[src/rtl/ps2_keyboard_pkg.sv]
// ps2_keyboard_pkg: shared receive-FSM states, register offsets, status bit positions and IRQ vector
package ps2_keyboard_pkg;
  typedef enum logic [1:0] {ST_IDLE, ST_DATA, ST_PARITY, ST_STOP} ps2_state_e;
  localparam logic [63:0] DATA_OFS = 64'd0;
  localparam logic [63:0] STAT_OFS = 64'd8;
  localparam int STAT_IRQ_EN = 7;
  localparam int STAT_OVF = 6;
  localparam int STAT_PAR_ERR = 5;
  localparam int STAT_NONEMPTY = 4;
  localparam logic [3:0] KBD_IRQ_VEC = 4'd1;
endpackage

[src/rtl/ps2_keyboard_sync_fifo.sv]
// sync_fifo: single-clock FIFO with wrapping pointers; push and pop together are both accepted even when full
module sync_fifo #(
  parameter int WIDTH = 8,
  parameter int DEPTH = 8
) (
  input  logic                     clk,
  input  logic                     rst_n,
  input  logic                     push,
  input  logic [WIDTH-1:0]         push_data,
  input  logic                     pop,
  output logic [WIDTH-1:0]         head,
  output logic [$clog2(DEPTH):0]   count,
  output logic                     full,
  output logic                     empty
);
  localparam int AW = $clog2(DEPTH);
  localparam int CW = AW + 1;
  logic [WIDTH-1:0] mem_q [DEPTH];
  logic [AW-1:0] wr_ptr_q, wr_ptr_d, rd_ptr_q, rd_ptr_d;
  logic [CW-1:0] count_q, count_d;
  logic wr_ok, rd_ok;
  assign empty = count_q == '0;
  assign full = count_q == CW'(DEPTH);
  assign count = count_q;
  assign head = mem_q[rd_ptr_q];
  assign wr_ok = push & (~full | pop);
  assign rd_ok = pop & ~empty;
  // next pointer and occupancy values
  always_comb begin
    wr_ptr_d = wr_ok ? wr_ptr_q + 1'b1 : wr_ptr_q;
    rd_ptr_d = rd_ok ? rd_ptr_q + 1'b1 : rd_ptr_q;
    count_d = count_q + CW'(wr_ok) - CW'(rd_ok);
  end
  // pointer and count registers
  always_ff @(posedge clk or negedge rst_n) begin
    if (!rst_n) begin
      wr_ptr_q <= '0;
      rd_ptr_q <= '0;
      count_q <= '0;
    end else begin
      wr_ptr_q <= wr_ptr_d;
      rd_ptr_q <= rd_ptr_d;
      count_q <= count_d;
    end
  end
  // storage array carries no reset; occupancy is tracked by count
  always_ff @(posedge clk) begin
    if (wr_ok) mem_q[wr_ptr_q] <= push_data;
  end
endmodule

[src/rtl/ps2_keyboard.sv]
// ps2_keyboard: PS/2 receiver with scancode FIFO, DATA/STATUS bus registers and maskable interrupt
module ps2_keyboard
  import ps2_keyboard_pkg::*;
#(
  parameter logic [63:0] BASE_ADDR = 64'h8000_0010,
  parameter int FIFO_DEPTH = 8,
  parameter int TIMEOUT = 50000
) (
  input  logic        clk,
  input  logic        reset,
  input  logic        ps2_clk,
  input  logic        ps2_data,
  input  logic [63:0] bus_address,
  input  logic        bus_read_enable,
  input  logic        bus_write_enable,
  input  logic [63:0] bus_write_data,
  output logic [63:0] bus_read_data,
  output logic [3:0]  interrupt_vector,
  input  logic        interrupt_ack
);
  localparam int TW = $clog2(TIMEOUT + 1);
  localparam int CW = $clog2(FIFO_DEPTH) + 1;
  logic [2:0] clk_sync_q, clk_sync_d;
  logic [1:0] dat_sync_q, dat_sync_d;
  ps2_state_e state_q, state_d;
  logic [2:0] bit_cnt_q, bit_cnt_d;
  logic [7:0] shift_q, shift_d;
  logic parity_q, parity_d;
  logic [TW-1:0] to_cnt_q, to_cnt_d;
  logic ok_q, ok_d, bad_q, bad_d;
  logic rd_en_q, rd_en_d;
  logic irq_en_q, irq_en_d, ovf_q, ovf_d, par_err_q, par_err_d, masked_q, masked_d;
  logic [3:0] vec_q, vec_d;
  logic fall, bit_in, is_data, is_stat, pop, wr_stat;
  logic [7:0] head, status;
  logic [CW-1:0] count;
  logic full, empty;
  logic unused_ok;
  assign fall = clk_sync_q[2] & ~clk_sync_q[1];
  assign bit_in = dat_sync_q[1];
  assign is_data = bus_address == BASE_ADDR + DATA_OFS;
  assign is_stat = bus_address == BASE_ADDR + STAT_OFS;
  assign pop = bus_read_enable & ~rd_en_q & is_data & ~empty;
  assign wr_stat = bus_write_enable & is_stat;
  assign interrupt_vector = vec_q;
  assign unused_ok = &{1'b0, bus_write_data[63:3]};
  sync_fifo #(.WIDTH(8), .DEPTH(FIFO_DEPTH)) u_fifo (
    .clk(clk), .rst_n(reset), .push(ok_q), .push_data(shift_q), .pop(pop),
    .head(head), .count(count), .full(full), .empty(empty)
  );
  // synchronizers plus receive FSM with idle timeout; frame verdict is registered for next-cycle push
  always_comb begin
    clk_sync_d = {clk_sync_q[1:0], ps2_clk};
    dat_sync_d = {dat_sync_q[0], ps2_data};
    state_d = state_q;
    bit_cnt_d = bit_cnt_q;
    shift_d = shift_q;
    parity_d = parity_q;
    to_cnt_d = '0;
    ok_d = 1'b0;
    bad_d = 1'b0;
    if (state_q == ST_IDLE) begin
      if (fall && !bit_in) begin
        state_d = ST_DATA;
        bit_cnt_d = '0;
      end
    end else if (fall) begin
      case (state_q)
        ST_DATA: begin
          shift_d = {bit_in, shift_q[7:1]};
          bit_cnt_d = bit_cnt_q + 1'b1;
          state_d = bit_cnt_q == 3'd7 ? ST_PARITY : ST_DATA;
        end
        ST_PARITY: begin
          parity_d = bit_in;
          state_d = ST_STOP;
        end
        default: begin
          ok_d = (^{shift_q, parity_q}) & bit_in;
          bad_d = ~ok_d;
          state_d = ST_IDLE;
        end
      endcase
    end else if (to_cnt_q == TW'(TIMEOUT - 1)) begin
      state_d = ST_IDLE;
    end else begin
      to_cnt_d = to_cnt_q + 1'b1;
    end
  end
  // status flags, interrupt mask and registered vector; a set beats a same-cycle clear
  always_comb begin
    rd_en_d = bus_read_enable;
    irq_en_d = wr_stat ? bus_write_data[0] : irq_en_q;
    ovf_d = (ok_q & full & ~pop) | (ovf_q & ~(wr_stat & bus_write_data[1]));
    par_err_d = bad_q | (par_err_q & ~(wr_stat & bus_write_data[2]));
    masked_d = interrupt_ack | (masked_q & ~pop & ~empty);
    vec_d = (irq_en_q & ~empty & ~masked_q) ? KBD_IRQ_VEC : 4'd0;
  end
  // combinational bus read mux
  always_comb begin
    status = '0;
    status[3:0] = 4'(count);
    status[STAT_NONEMPTY] = ~empty;
    status[STAT_PAR_ERR] = par_err_q;
    status[STAT_OVF] = ovf_q;
    status[STAT_IRQ_EN] = irq_en_q;
    bus_read_data = is_data ? {56'b0, empty ? 8'h00 : head} : is_stat ? {56'b0, status} : 64'b0;
  end
  // all control state registers
  always_ff @(posedge clk or negedge reset) begin
    if (!reset) begin
      clk_sync_q <= '1;
      dat_sync_q <= '1;
      state_q <= ST_IDLE;
      bit_cnt_q <= '0;
      shift_q <= '0;
      parity_q <= 1'b0;
      to_cnt_q <= '0;
      ok_q <= 1'b0;
      bad_q <= 1'b0;
      rd_en_q <= 1'b0;
      irq_en_q <= 1'b1;
      ovf_q <= 1'b0;
      par_err_q <= 1'b0;
      masked_q <= 1'b0;
      vec_q <= 4'd0;
    end else begin
      clk_sync_q <= clk_sync_d;
      dat_sync_q <= dat_sync_d;
      state_q <= state_d;
      bit_cnt_q <= bit_cnt_d;
      shift_q <= shift_d;
      parity_q <= parity_d;
      to_cnt_q <= to_cnt_d;
      ok_q <= ok_d;
      bad_q <= bad_d;
      rd_en_q <= rd_en_d;
      irq_en_q <= irq_en_d;
      ovf_q <= ovf_d;
      par_err_q <= par_err_d;
      masked_q <= masked_d;
      vec_q <= vec_d;
    end
  end
endmodule

[config.mk]
export PLATFORM = sky130hd
export DESIGN_NAME = ps2_keyboard
export DESIGN_NICKNAME = d
export VERILOG_FILES = /design/src/rtl/ps2_keyboard_pkg.sv /design/src/rtl/ps2_keyboard_sync_fifo.sv /design/src/rtl/ps2_keyboard.sv
export SDC_FILE = /design/constraint.sdc
export NUM_CORES = 1
export LEC_CHECK = 0
export CAP_MARGIN = 30
export CORE_UTILIZATION = 46
export DETAILED_ROUTE_END_ITERATION = 7
export GPL_TIMING_DRIVEN = 0
export PLACE_DENSITY = 0.78
export SYNTH_ARGS = -nofsm -noshare
export SYNTH_HDL_FRONTEND = slang
export SYNTH_HIERARCHICAL = 1
export SYNTH_SLANG_ARGS = --single-unit
[constraint.sdc]
create_clock -name clk -period 4.5 [get_ports clk]
set_clock_uncertainty 0.1 [all_clocks]
set_input_delay 0.9 -clock clk [delete_from_list [all_inputs] [get_ports clk]]
set_output_delay 0.9 -clock clk [all_outputs]
set_load 0.05 [all_outputs]
==> results of run 1 <==
==> critical path, stage by stage <==
cell and delay, ns:
clkdlybuf4s50_1 0.42, nor4b_2 0.30, nand4_1 0.17, nor3_4 0.32, nand2_2 0.18, nor2_1 0.16, clkdlybuf4s50_1 0.82
==> layer usage <==
layer | up-vias | global-route usage, %
li1 | 1776 | -
met1 | 1793 | 22.91
met2 | 131 | 34.02
met3 | 16 | 5.029
met4 | 0 | 8.831
met5 | - | 0
==> cells in the final DEF, fill, tap and decap left out, types with 4 or more instances in the layout <==
cell type and count:
buf_4 62, nand2b_1 4, buf_2 5, xor2_1 9, nand3_1 9, nand2_1 17
o21ai_0 4, nor2_1 36, clkbuf_16 19, nand4_1 7, inv_1 16, dfstp_2 6
mux4_1 16, nor4_2 4, inv_4 5, nor4_1 13, conb_1 59, a21oi_1 6
clkbuf_1 6, nor2b_1 4, nor3_1 6, mux2_2 19, ha_1 14, clkdlybuf4s50_1 80
dfrtp_1 47, xnor2_1 17, edfxtp_1 64, a22oi_1 6
==> state kept, by name, summed over array words and instances, names as in the netlist, 2 cells and up <==
signal and count:
clk_sync_q 3, u_fifo/count 4, u_fifo/mem_q 64, dat_sync_q 2, state_q 2, bit_cnt_q 3
to_cnt_q 16, u_fifo/wr_ptr_q 3, u_fifo/rd_ptr_q 3, shift_q 8
==> per-stage QoR <==
stage	hold WS (ns)	instance area [um^2]	util, %	total power (W)
floorplan	0.2452	6002	-	0.001876
global placement	0.2486	7033	58.07	0.002029
detailed placement	0.2504	7084	58.49	0.002077
CTS	0.2586	7654	63.19	0.003361
global route	0.2623	7656	63.21	0.003491
finish	0.2562	7656	63.21	0.003342
==> how the worst max path moves through the flow <==
stage,end
after global routing,bus_read_data[2]
after detailed placement,bus_read_data[4]
after global placement,u_fifo/mem_q[0][6]
after floorplan,bus_read_data[4]
after CTS,bus_read_data[4]
final,bus_read_data[2]
==> repair_timing <==
item | 4_1_cts | 5_1_grt
resized for setup | 0 | 1
hold buffers | 0 | 0
setup endpoints to repair | 0 | 1
==> layout make-up <==
class                      instances  area, um^2  area share [%]
sequential                       117        3256           42.52
clock inverter                     9       58.81          0.7681
tap                              168       210.2           2.746
clock buffer                      23       510.5           6.668
inverter                          16       60.06          0.7844
multi-input combinational        284        2187           28.57
timing repair buffer              86       858.3           11.21
buffer                            70       515.5           6.733
==> logic make-up (layout without fill, tap and decap cells) <==
group                    Yosys count  count (layout)  synth area share [%]
flip-flops                       117             117                 56.28
buffers and inverters             86             204                 9.950
XOR/XNOR                          27              27                 4.326
multiplexers                      37              37                 11.40
AND/OR/NAND/NOR                  120             120                 11.59
adder cells (fa/ha/maj)           15              15                 3.374
AO/OA/AOI/OAI                     26              26                 3.007
other                              1              59               0.06483
==> where the power goes <==
part	internal [W]	switching, W	leakage [nW]	total, W
Combinational	0.000308	0.000356	1.68	0.000664
Sequential	0.00127	0.000129	1.28	0.00140
Clock	0.000801	0.000474	0.290	0.00128
Total	0.00238	0.000959	3.26	0.00334
==> Flow_metrics.wiki, run 1 <==
{| class="wikitable"
! Metric !! Value
|-
| Number of global-route vias before repair || 3754
|-
| Final instance count without filler cells || 773
|-
| Synth Cell Area || 0.005784 mm^2
|-
| Final ANT Viol Nets || 0
|-
| Metal2 WL || 6476 um
|-
| Portion of synthesized cell area occupied by the leading cell type || 33.23%
|-
| Register bit count reported by yosys || 117
|-
| Mean instance size in the synthesized netlist || 13.48 um^2
|-
| Sum of routed wire segments on met1 || 4876 um
|-
| Number of cells after detailed placement || 741
|-
| Worst slew margin relative to its limit || 35.91%
|-
| Residual DRC count || 0
|-
| Worst Hold Path Cells || 0
|-
| Final #Nets || 742
|-
| Average detailed-routed wire length per instance || 15.88 um
|-
| Total leakage power || 3.257 nW
|-
| Most area-consuming cells after synthesis || edfxtp_1, dfrtp_1, buf_4
|-
| Clk Tree Root Cell || clkbuf_16
|-
| Outcome || complete, no violations
|-
| Worst setup slack before clock tree synthesis || 0.08943 ns
|-
| Clk sinks || 117
|-
| CTS H-tree lvls || 4
|-
| Worst-path maximum fanout || 8
|-
| Data required time of the worst path || 3.50 ns
|-
| Commonest cells in the synthesized netlist || edfxtp_1, buf_4, dfrtp_1, nor2_1, mux2_2
|-
| Chip height || 114.1 um
|-
| Post-CTS setup buffer count || 0
|-
| Hold Crit Class || register to register
|-
| Number of filler instances in the final layout || 904
|-
| Initial DRC count || 204
|-
| Maximum number of pins on one net before global-route repair || 31
|-
| Gate count of the mapped netlist || 429
|-
| Type of element capturing the critical path || primary output
|-
| Overall die width || 114.1 um
|-
| I/O pin total || 203
|-
| Aggregate global routing overflow || 0
|-
| Slack of the worst reg-to-reg path || 0.61 ns
|-
| Period minus WS final || 4.290 ns
|-
| TNS Setup || 0 ns
|-
| Antenna diode count || 0
|-
| Number of antenna violations at the first check in global routing || 0
|-
| Maximum root-to-sink buffer count || 2
|-
| Register area share after synthesis || 56.28%
|-
| Async S/R FF share, synth || 45.30%
|-
| Count of cell types in the netlist || 50
|-
| Starting Density || 47.76%
|-
| Routed Wire Length || 12270 um
|-
| Data arrival time of the critical path || 3.29 ns
|-
| Via total after detailed routing || 3716
|-
| Placed wire-length estimate || 8835 um
|-
| Clk Latency, worst-skew pair || 0.40 ns
|-
| Worst r2r path cells || 15
|-
| Core area || 0.01211 mm^2
|-
| Max-slew violations || 0
|-
| Final Setup Violations || 0
|-
| Full die area || 0.01303 mm^2
|-
| Pwr Density || 436.5 mW/mm^2
|-
| Final Hold Fails || 0
|-
| Vias per inst || 4.807
|-
| Most instantiated library cell after synthesis || edfxtp_1
|-
| Wire length on met3 || 701 um
|-
| Critical path launch point type || input port
|-
| Worst path setup slack after routing || 0.2101 ns
|-
| Launch point of the worst reg-to-reg path || u_fifo/count[2]
|-
| Min-delay src || clk_sync_q[0]
|-
| Max Clk Rate || 0.2331 GHz
|-
| Count of flip-flops with a built-in enable after synthesis || 64
|-
| DRT Pass-1 Iters || 4
|-
| Critical R2R Capture || u_fifo/count[2]
|-
| Min-Delay Endpoint || clk_sync_q[1]
|-
| CTS clock-pin slew for the worst setup and hold paths || 0.06 ns
|-
| Proportion of layout cells with a drive suffix above 1 || 23.31%
|-
| Unrepaired setup endpoints after global routing || no
|-
| Category of the most critical setup path || input port to primary output
|-
| First element of the critical path || bus_address[33]
|-
| Rows || 40
|-
| Number of buffers created by CTS || 17
|-
| Share of the cycle needed by the critical path after routing || 95.33%
|-
| Synthesis Warnings || 6
|-
| Top metal layer carrying routed signals || met4
|-
| Max_cap viols || 0
|-
| # port buffers || 82
|-
| Post-synth top area cell || edfxtp_1
|-
| First-pass GRT wire length || 18800 um
|-
| Layout overhead on the synthesized area || 32.36%
|-
| Prevailing post-synth register cell || edfxtp_1
|-
| TritonCTS clock tree || done
|-
| Global-route usage over all layers || 19.60%
|-
| Max IR drop VDD || 0.2867 mV
|-
| RePlAce Congestion || 0.8119
|-
| Transition time of the tightest slew-check pin || 0.9578 ns
|}
(Power assumes the default switching activity.)
==> run 2, diff against run 1 <==
--- a/config.mk
+++ b/config.mk
@@ -6,6 +6,7 @@
 export NUM_CORES = 1
 export LEC_CHECK = 0
 export CAP_MARGIN = 30
+export CORE_MARGIN = 3
 export CORE_UTILIZATION = 46
 export DETAILED_ROUTE_END_ITERATION = 7
 export GPL_TIMING_DRIVEN = 0
==> Flow_metrics.wiki, run 2 (same netlist as run 1, synthesis figures left out) <==
{| class="wikitable"
! Metric !! Value
|-
| CTS H-tree lvls || 4 (unchanged)
|-
| Clk sinks || 117 (unchanged)
|-
| Pwr Density || 451.8 mW/mm^2 (was 436.5 mW/mm^2)
|-
| Full die area || 0.01396 mm^2 (was 0.01303 mm^2)
|-
| TNS Setup || 0 ns (unchanged)
|-
| Share of the cycle needed by the critical path after routing || 96.98% (was 95.33%)
|-
| Launch point of the worst reg-to-reg path || u_fifo/count[2] (unchanged)
|-
| Largest register by flop count || u_fifo/mem_q (unchanged)
|-
| Transition time of the tightest slew-check pin || 0.8950 ns (was 0.9578 ns)
|-
| Worst setup slack before clock tree synthesis || 0.1320 ns (was 0.08943 ns)
|-
| Starting Density || 47.56% (was 47.76%)
|-
| Number of cells after detailed placement || 743 (was 741)
|-
| Data arrival time of the critical path || 3.36 ns (was 3.29 ns)
|-
| Clk Tree Root Cell || clkbuf_16 (unchanged)
|-
| Proportion of layout cells with a drive suffix above 1 || 23.06% (was 23.31%)
|-
| Critical path launch point type || input port (unchanged)
|-
| Commonest cells after routing, fill and taps aside || clkdlybuf4s50_1, edfxtp_1, buf_4 (unchanged)
|-
| Placed wire-length estimate || 9048 um (was 8835 um)
|-
| First element of the critical path || bus_address[10] (was bus_address[33])
|-
| Final Setup Violations || 0 (unchanged)
|-
| Maximum number of pins on one net before global-route repair || 30 (was 31)
|-
| Global-route usage over all layers || 18.61% (was 19.60%)
|-
| Data required time of the worst path || 3.50 ns (about the same)
|-
| Total area of sequential cells || 0.003256 mm^2 (unchanged)
|-
| Residual DRC count || 0 (unchanged)
|-
| Unrepaired setup endpoints after global routing || no (unchanged)
|-
| Layout overhead on the synthesized area || 33.59% (was 32.36%)
|-
| Vias per inst || 4.879 (was 4.807)
|-
| Max IR drop VDD || 0.2580 mV (was 0.2867 mV)
|-
| Aggregate global routing overflow || 0 (unchanged)
|-
| Slowest CP cell || clkdlybuf4s50_1 (unchanged)
|-
| Core area || 0.01216 mm^2 (was 0.01211 mm^2)
|-
| Worst path setup slack after routing || 0.1357 ns (was 0.2101 ns)
|-
| Critical R2R Capture || u_fifo/count[2] (unchanged)
|-
| Initial DRC count || 205 (was 204)
|-
| Category of the most critical setup path || input port to primary output (unchanged)
|-
| Total leakage power || 3.272 nW (was 3.257 nW)
|-
| # port buffers || 82 (unchanged)
|-
| I/O pin total || 203 (unchanged)
|-
| Final #Nets || 744 (was 742)
|-
| RePlAce Congestion || 0.8398 (was 0.8119)
|-
| Most common cell after layout, fill and taps aside || clkdlybuf4s50_1 (unchanged)
|-
| Final ANT Viol Nets || 0 (unchanged)
|-
| Routed Wire Length || 12800 um (was 12270 um)
|-
| Footprint of the multi-input gates || 0.002177 mm^2 (was 0.002187 mm^2)
|-
| Final instance count without filler cells || 775 (was 773)
|-
| Average detailed-routed wire length per instance || 16.52 um (was 15.88 um)
|-
| Via total after detailed routing || 3781 (was 3716)
|-
| Crit path capture || bus_read_data[4] (was bus_read_data[2])
|-
| CTS-repair resized insts || 0 (unchanged)
|-
| Max Clk Rate || 0.2291 GHz (was 0.2331 GHz)
|-
| Type of element capturing the critical path || primary output (unchanged)
|-
| Slack of the worst reg-to-reg path || 0.57 ns (was 0.61 ns)
|-
| DRT Pass-1 Iters || 4 (unchanged)
|-
| Number of global-route vias before repair || 3963 (was 3754)
|-
| Final Power || 0.003491 W (was 0.003342 W)
|-
| Overall die width || 118.1 um (was 114.1 um)
|-
| TritonCTS clock tree || done (unchanged)
|-
| Chip height || 118.1 um (was 114.1 um)
|-
| Worst r2r path cells || 15 (unchanged)
|-
| Post-CTS setup buffer count || 0 (unchanged)
|-
| Cells along the critical path || clkdlybuf4s50_1, nor4_2, nand4_1, nor3_4, nand2_2, nor3_1, clkdlybuf4s50_1 (was clkdlybuf4s50_1, nor4b_2, nand4_1, nor3_4, nand2_2, nor2_1, clkdlybuf4s50_1)
|-
| Max-slew violations || 0 (unchanged)
|-
| Period minus WS final || 4.364 ns (was 4.290 ns)
|-
| Worst-path maximum fanout || 8 (unchanged)
|-
| CTS Hold Buffers Added || 0 (unchanged)
|-
| Rows || 40 (unchanged)
|-
| Clk Latency, worst-skew pair || 0.40 ns (about the same)
|-
| Most common cell on crit path || clkdlybuf4s50_1 (unchanged)
|-
| CTS clock-pin slew for the worst setup and hold paths || 0.05 ns (was 0.06 ns)
|-
| Number of antenna violations at the first check in global routing || 0 (unchanged)
|-
| Hold Crit Class || register to register (unchanged)
|-
| Number of filler instances in the final layout || 914 (was 904)
|-
| Worst slew margin relative to its limit || 39.88% (was 35.91%)
|-
| Antenna diode count || 0 (unchanged)
|-
| Largest registers || u_fifo/mem_q x64, to_cnt_q x16, shift_q x8 (unchanged)
|-
| Number of buffers created by CTS || 17 (unchanged)
|-
| Outcome || complete, no violations (unchanged)
|-
| Maximum root-to-sink buffer count || 2 (unchanged)
|-
| Max_cap viols || 0 (unchanged)
|-
| First-pass GRT wire length || 20320 um (was 18800 um)
|-
| Max incr delay on CP || 0.83 ns (was 0.82 ns)
|-
| Number of flip-flops under the largest register name || 64 (unchanged)
|-
| Final Hold Fails || 0 (unchanged)
|}
[run 2: cell count changes in the layout (fill, tap and decap cells not counted), moves of 2 or more]
cell       before  now
inv_6           2    0
nor3_2          2    0
nor3_1          6    8
inv_4           5    1
clkbuf_16      19   21
clkbuf_8        2    4
[run 2: worst min-delay path by stage]
| stage | start | endpoint | cells after the start |
|---|---|---|---|
| 2_1_floorplan | clk_sync_q[0] | clk_sync_q[1] | 0 |
| 3_3_place_gp | clk_sync_q[0] | clk_sync_q[1] | 0 |
| 3_5_place_dp | clk_sync_q[0] | clk_sync_q[1] | 0 |
| 4_1_cts | clk_sync_q[0] | clk_sync_q[1] | 0 |
| 5_1_grt | dat_sync_q[0] | dat_sync_q[1] | 0 |
| 6_report | clk_sync_q[0] | clk_sync_q[1] | 0 |
[run 2: stage by stage]
| step | instance area (um^2) | hold WS (ns) | utilization [%] |
|---|---|---|---|
| final | 7727 | 0.2574 | 63.54 |
| after global routing | 7727 | 0.2606 | 63.54 |
| after CTS | 7727 | 0.2594 | 63.54 |
| after detailed placement | 7087 | 0.2522 | 58.27 |
| after global placement | 7033 | 0.2485 | 57.83 |
| after floorplan | 6002 | 0.2452 | - |
[run 2: critical path, delay by kind of cell]
| family | cells | cell delay (ns) |
|---|---|---|
| AND/OR/NAND/NOR | 5 | 1.17 |
| buffers and inverters | 2 | 1.28 |
[run 2: power breakdown]
group	internal [W]	total [W]	switching, W
clock network	0.000952	0.00141	0.000455
registers	0.00127	0.00141	0.000132
logic	0.000312	0.000679	0.000367
[run 2: final cells by class]
| cell class | count | area share (%) |
|---|---|---|
| Inverter | 16 | 0.7772 |
| Multi-Input combinational cell | 284 | 28.17 |
| Clock buffer | 28 | 7.659 |
| Tap cell | 168 | 2.720 |
| Buffer | 70 | 6.671 |
| Sequential cell | 117 | 42.13 |
| Timing Repair Buffer | 88 | 11.24 |
| Clock inverter | 4 | 0.6315 |
[run 2: routing by layer]
metal | share of wire, % | GRT usage [%] | routed length, um | vias to the layer above
li1 | - | - | - | 1785
met1 | 37 | 20.17 | 4785 | 1833
met2 | 54 | 33.33 | 6933 | 140
met3 | 6.5 | 5.981 | 836 | 23
met4 | 1.9 | 7.912 | 246 | 0
met5 | 0 | 0 | 0 | -
==> run 3, diff against run 2 <==
--- a/config.mk
+++ b/config.mk
@@ -5,7 +5,6 @@
 export SDC_FILE = /design/constraint.sdc
 export NUM_CORES = 1
 export LEC_CHECK = 0
-export CAP_MARGIN = 30
 export CORE_MARGIN = 3
 export CORE_UTILIZATION = 46
 export DETAILED_ROUTE_END_ITERATION = 7
==> Flow_metrics.wiki, run 3 (same netlist as run 1, synthesis figures left out) <==
{| class="wikitable"
! Metric !! Value
|-
| Final Power || 0.003548 W (was 0.003491 W)
|-
| # port buffers || 82 (unchanged)
|-
| Starting Density || 47.56% (unchanged)
|-
| Final worst hold slack || 0.2577 ns (was 0.2574 ns)
|-
| Global-route usage over all layers || 18.53% (was 18.61%)
|-
| Rows || 40 (unchanged)
|-
| Residual DRC count || 0 (unchanged)
|-
| Number of filler instances in the final layout || 908 (was 914)
|-
| Maximum number of pins on one net before global-route repair || 30 (unchanged)
|-
| Layout overhead on the synthesized area || 33.72% (was 33.59%)
|-
| Commonest cells after routing, fill and taps aside || clkdlybuf4s50_1, edfxtp_1, buf_4 (unchanged)
|-
| RePlAce Congestion || 0.8398 (unchanged)
|-
| Category of the most critical setup path || input port to primary output (unchanged)
|-
| Final #Nets || 741 (was 744)
|-
| Chip height || 118.1 um (unchanged)
|-
| Worst path setup slack after routing || 0.1876 ns (was 0.1357 ns)
|-
| Aggregate global routing overflow || 0 (unchanged)
|-
| Type of element capturing the critical path || primary output (unchanged)
|-
| Placed wire-length estimate || 8972 um (was 9048 um)
|-
| Average detailed-routed wire length per instance || 16.43 um (was 16.52 um)
|-
| Proportion of layout cells with a drive suffix above 1 || 23.51% (was 23.06%)
|-
| Routed Wire Length || 12680 um (was 12800 um)
|-
| Number of global-route vias before repair || 3812 (was 3963)
|-
| Number of buffers created by CTS || 17 (unchanged)
|-
| TritonCTS clock tree || done (unchanged)
|-
| Core area || 0.01216 mm^2 (unchanged)
|-
| I/O pin total || 203 (unchanged)
|-
| Final Setup Violations || 0 (unchanged)
|-
| CTS H-tree lvls || 4 (unchanged)
|-
| Largest register by flop count || u_fifo/mem_q (unchanged)
|-
| Full die area || 0.01396 mm^2 (unchanged)
|-
| Data required time of the worst path || 3.50 ns (about the same)
|-
| Worst slew margin relative to its limit || 17.55% (was 39.88%)
|-
| Period minus WS final || 4.312 ns (was 4.364 ns)
|-
| Max-slew violations || 0 (unchanged)
|-
| Worst setup slack before clock tree synthesis || -0.05931 ns (was 0.1320 ns)
|-
| First-pass GRT wire length || 20130 um (was 20320 um)
|-
| Placed instance area || 0.007062 mm^2 (was 0.007087 mm^2)
|-
| Pwr Density || 458.7 mW/mm^2 (was 451.8 mW/mm^2)
|-
| Data arrival time of the critical path || 3.31 ns (was 3.36 ns)
|-
| Worst-path maximum fanout || 8 (unchanged)
|-
| Initial DRC count || 265 (was 205)
|-
| Max IR drop VDD || 0.2599 mV (was 0.2580 mV)
|-
| Via total after detailed routing || 3785 (was 3781)
|-
| Transition time of the tightest slew-check pin || 1.227 ns (was 0.8950 ns)
|-
| Most common cell after layout, fill and taps aside || clkdlybuf4s50_1 (unchanged)
|-
| Largest registers || u_fifo/mem_q x64, to_cnt_q x16, shift_q x8 (unchanged)
|-
| Clk sinks || 117 (unchanged)
|-
| Number of antenna violations at the first check in global routing || 0 (unchanged)
|-
| Hold Crit Class || register to register (unchanged)
|-
| Clk Latency, worst-skew pair || 0.41 ns (was 0.40 ns)
|-
| Max_cap viols || 0 (unchanged)
|-
| Final ANT Viol Nets || 0 (unchanged)
|-
| DRT Pass-1 Iters || 5 (was 4)
|-
| Clk Tree Root Cell || clkbuf_16 (unchanged)
|-
| TNS Setup || 0 ns (unchanged)
|-
| Antenna diode count || 0 (unchanged)
|-
| Cell area after layout || 0.007735 mm^2 (was 0.007727 mm^2)
|-
| Unrepaired setup endpoints after global routing || no (unchanged)
|-
| Number of flip-flops under the largest register name || 64 (unchanged)
|-
| Vias per inst || 4.903 (was 4.879)
|-
| Outcome || complete, no violations (unchanged)
|-
| Maximum root-to-sink buffer count || 2 (unchanged)
|-
| Total leakage power || 3.275 nW (was 3.272 nW)
|-
| Overall die width || 118.1 um (unchanged)
|-
| Max Clk Rate || 0.2319 GHz (was 0.2291 GHz)
|-
| CTS clock-pin slew for the worst setup and hold paths || 0.06 ns (was 0.05 ns)
|-
| Share of the cycle needed by the critical path after routing || 95.83% (was 96.98%)
|-
| Final Hold Fails || 0 (unchanged)
|-
| Critical path launch point type || input port (unchanged)
|}
[run 3: power breakdown]
| group | switching, W | leakage (nW) | internal [W] |
|---|---|---|---|
| Clock | 0.000486 | 0.314 | 0.000986 |
| Combinational | 0.000362 | 1.68 | 0.000309 |
| Sequential | 0.000132 | 1.28 | 0.00127 |
| Total | 0.000979 | 3.27 | 0.00257 |
[run 3: per-stage QoR]
stage | instances | utilization (%)
after floorplan | 487 | -
after global placement | 737 | 57.83
after detailed placement | 739 | 58.07
after CTS | 771 | 63.44
after global routing | 772 | 63.60
final | 772 | 63.60
[run 3: layout make-up]
cell class / instances / area (um^2) / share of cell area (%)
flip-flops and latches: 117 / 3256 / 42.09
clock buffers: 17 / 425.4 / 5.500
clock inverters: 15 / 227.7 / 2.944
multi-input cells: 284 / 2187 / 28.28
repair buffers: 85 / 853.3 / 11.03
inverters: 16 / 60.06 / 0.7764
well taps: 168 / 210.2 / 2.718
plain buffers: 70 / 515.5 / 6.665
[run 3: layer usage]
layer	vias up	share of wire, %	global-route usage, %
met5	-	0	0
met4	0	1.3	6.447
met3	15	6.3	5.455
met2	142	54	32.73
met1	1845	38	21.46
li1	1783	-	-
[run 3: repair_timing]
item	4_1_cts	5_1_grt
setup buffers	0	0
resized for setup	0	1
endpoints found under the setup margin	0	1
hold buffers	0	0
[run 3: path summary, 6_finish.rpt]
kind	start	endpoint	slack, ns	cells past startpoint
setup reg to reg	u_fifo/count[2]	u_fifo/count[1]	0.67	15
hold / removal	clk_sync_q[0]	clk_sync_q[1]	0.26	0
min in group asynchronous	reset	to_cnt_q[10]	0.37	1
hold reg to reg	clk_sync_q[0]	clk_sync_q[1]	0.26	0
setup / recovery	bus_address[10]	bus_read_data[5]	0.19	7
max in group asynchronous	reset	irq_en_q	3.29	2
[run 3: critical path, stage by stage]
cell and delay, ns:
clkdlybuf4s50_1 0.46, nor4_2 0.29, nand4_1 0.18, nor3_4 0.34, nand2_2 0.18, nor2_1 0.15, clkdlybuf4s50_1 0.81
==> edit, RTL diff (settings of run 3) <==
The 4 states of `ps2_state_e` get a one-hot encoding in 4 bits.
--- a/src/rtl/ps2_keyboard_pkg.sv
+++ b/src/rtl/ps2_keyboard_pkg.sv
@@ -1,5 +1,5 @@
 // ps2_keyboard_pkg: shared receive-FSM states, register offsets, status bit positions and IRQ vector
 package ps2_keyboard_pkg;
-  typedef enum logic [1:0] {ST_IDLE, ST_DATA, ST_PARITY, ST_STOP} ps2_state_e;
+  typedef enum logic [3:0] {ST_IDLE = 4'b0001, ST_DATA = 4'b0010, ST_PARITY = 4'b0100, ST_STOP = 4'b1000} ps2_state_e;
   localparam logic [63:0] DATA_OFS = 64'd0;
   localparam logic [63:0] STAT_OFS = 64'd8;
Formal check against the unedited RTL: same outputs for any inputs over 10 cycles, from zero or initial values and one cycle with reset low; not proved beyond that.
==> edit against run 3 <==
- count of clock-buffer cells in the layout grew 11
- sequential cell count rose by 2
- combinational power is 7.3% lower
- final area fell by 2.5%
- register-to-register slack improved by 0.09 ns
- global-route usage shrank 0.50 points
- via count shrank 0.85%
- synthesized area down 0.45%
- hold slack lost 0.0035 ns
- first-iteration DRC count down 18%
- setup slack lost 0.023 ns
- total power down 10%
- wire length shrank 3.5%
- largest cell class unchanged
- highest routed layer unchanged
==> edit: results (changes against run 3) <==
The maximum VDD drop is 0.340 mV (+31%), and the weighted congestion at the end of routability-driven global placement is 0.856 (+2.0%). The number of antenna diodes was 0 (unchanged); the power density normalized to cell area was 422 nW/um^2 (-8.0%). The run gives 19800 um (-1.7%) as the wire length of the first global-routing pass. The tools report the launch instance of the worst min-delay path as dat_sync_q[0]. The number of iterations in the first detailed-routing pass is 4 (-1), and the post-placement cell area is 7040 um^2 (-0.37%). The number of vias per cell after detailed routing is 4.81 (-1.9%), and the average wire per cell in the routed design is 15.7 um (-4.5%). The final layout net count is 746 (+0.67%). The run gives 9170 um (+2.2%) as the placed wire-length estimate. The commonest cells after synthesis are edfxtp_1, buf_4, dfrtp_1.

The part of the Yosys area used for sequential elements is 0.574 (+0.0115). The tools report the starting DRC count in detailed routing as 217 (-18%). Number of setup violations in the final report: 0 (unchanged). The TritonCTS buffer count was 17 (unchanged).

The logs give 3892 (+2.1%) for the via count of the first global-routing pass and 3.34 ns (+0.03 ns) for the signal arrival time at the worst endpoint. CTS placed an instance of clkbuf_16 at the clock tree root. The post-synthesis async set-or-reset flop share was 0.462 (+0.00919); the post-synthesis sequential element count was 119 (+1.7%). Count of port buffers added during placement: 82 (unchanged). The run finished with clean final reports. By area the synthesized netlist is led by edfxtp_1, dfrtp_1, buf_4. The overall global routing resource usage was 0.180 (-0.00495).

The tools report the standby leakage power as 3.15 nW (-3.8%). The maximum number of pins on one net before global-route repair was 31 (+3.3%). The tools report the number of warnings reported in the yosys synthesis log as 6 (unchanged).

Critical-path maximum fanout: 10 (+2). First element of the critical path: bus_address[36]. The tools report the number of levels in the clock H-tree as 4 (unchanged).

The fraction of layout cells with a size suffix above 1 is 0.191 (-0.0439). The tools report the worst flop-to-flop path startpoint as u_fifo/count[2]. The measured slew at the worst slew-check pin works out to 1.42 ns (+0.196 ns).

Among all flip-flop cells after synthesis, the most frequent one is edfxtp_1. The logs give 2 (unchanged) for the largest buffer count on any clock path and 47 (-6.0%) for the post-synthesis cell type count.
-- edit: metrics by stage --
step	setup WS, ns	cells
2_1_floorplan	0.429	496
3_3_place_gp	-0.340	746
3_5_place_dp	-0.158	748
4_1_cts	0.154	780
5_1_grt	0.0226	780
6_report	0.164	780
-- edit: worst max-delay path, cell delays in order --
cell,delay (ns)
clkdlybuf4s50_1,0.40
nor4_1,0.37
nand4_1,0.14
or4_4,0.55
buf_2,0.20
nor3_1,0.19
dlygate4sd2_1,0.56
-- edit: final timing paths --
kind / endpoint / slack (ns) / cells past startpoint
worst max-delay path: bus_read_data[4] / 0.16 / 7
worst min register to register: dat_sync_q[1] / 0.25 / 0
min in group asynchronous: state_q[1] / 0.41 / 1
worst min-delay path: dat_sync_q[1] / 0.25 / 0
max in group asynchronous: dat_sync_q[1] / 3.25 / 2
worst max register to register: u_fifo/count[2] / 0.76 / 14
-- edit: layout make-up --
| cell class | count | share of cell area |
|---|---|---|
| Buffer | 70 | 0.0677 |
| Clock buffer | 28 | 0.0658 |
| Clock inverter | 4 | 0.00282 |
| Inverter | 10 | 0.00498 |
| Multi-Input combinational cell | 297 | 0.282 |
| Sequential cell | 119 | 0.438 |
| Tap cell | 168 | 0.0279 |
| Timing Repair Buffer | 84 | 0.110 |
-- edit: power by group --
group          switching (mW)  internal, mW
clock                   0.419         0.743
combinational           0.341         0.281
sequential              0.123          1.27
-- edit: repair_timing --
item	in CTS	in global routing
resized for setup	8	0
endpoints found under the setup margin	8	0
setup buffers	0	0
-- edit: kinds of logic after synthesis --
group                      Yosys count  synth area share
AOI/OAI and AO/OA                   25            0.0300
xor gates and xnor gates            28            0.0450
adders and majority gates           12            0.0274
buffers and inverters               80            0.0952
DFF                                119             0.574
muxes                               29            0.0984
other                                1          0.000651
and+or+nand+nor                    144             0.129
-- edit: layer usage --
layer	GRT usage	wire length [um]
met5	0	0
met4	0.0366	83
met3	0.0620	807
met2	0.337	6520
met1	0.199	4840
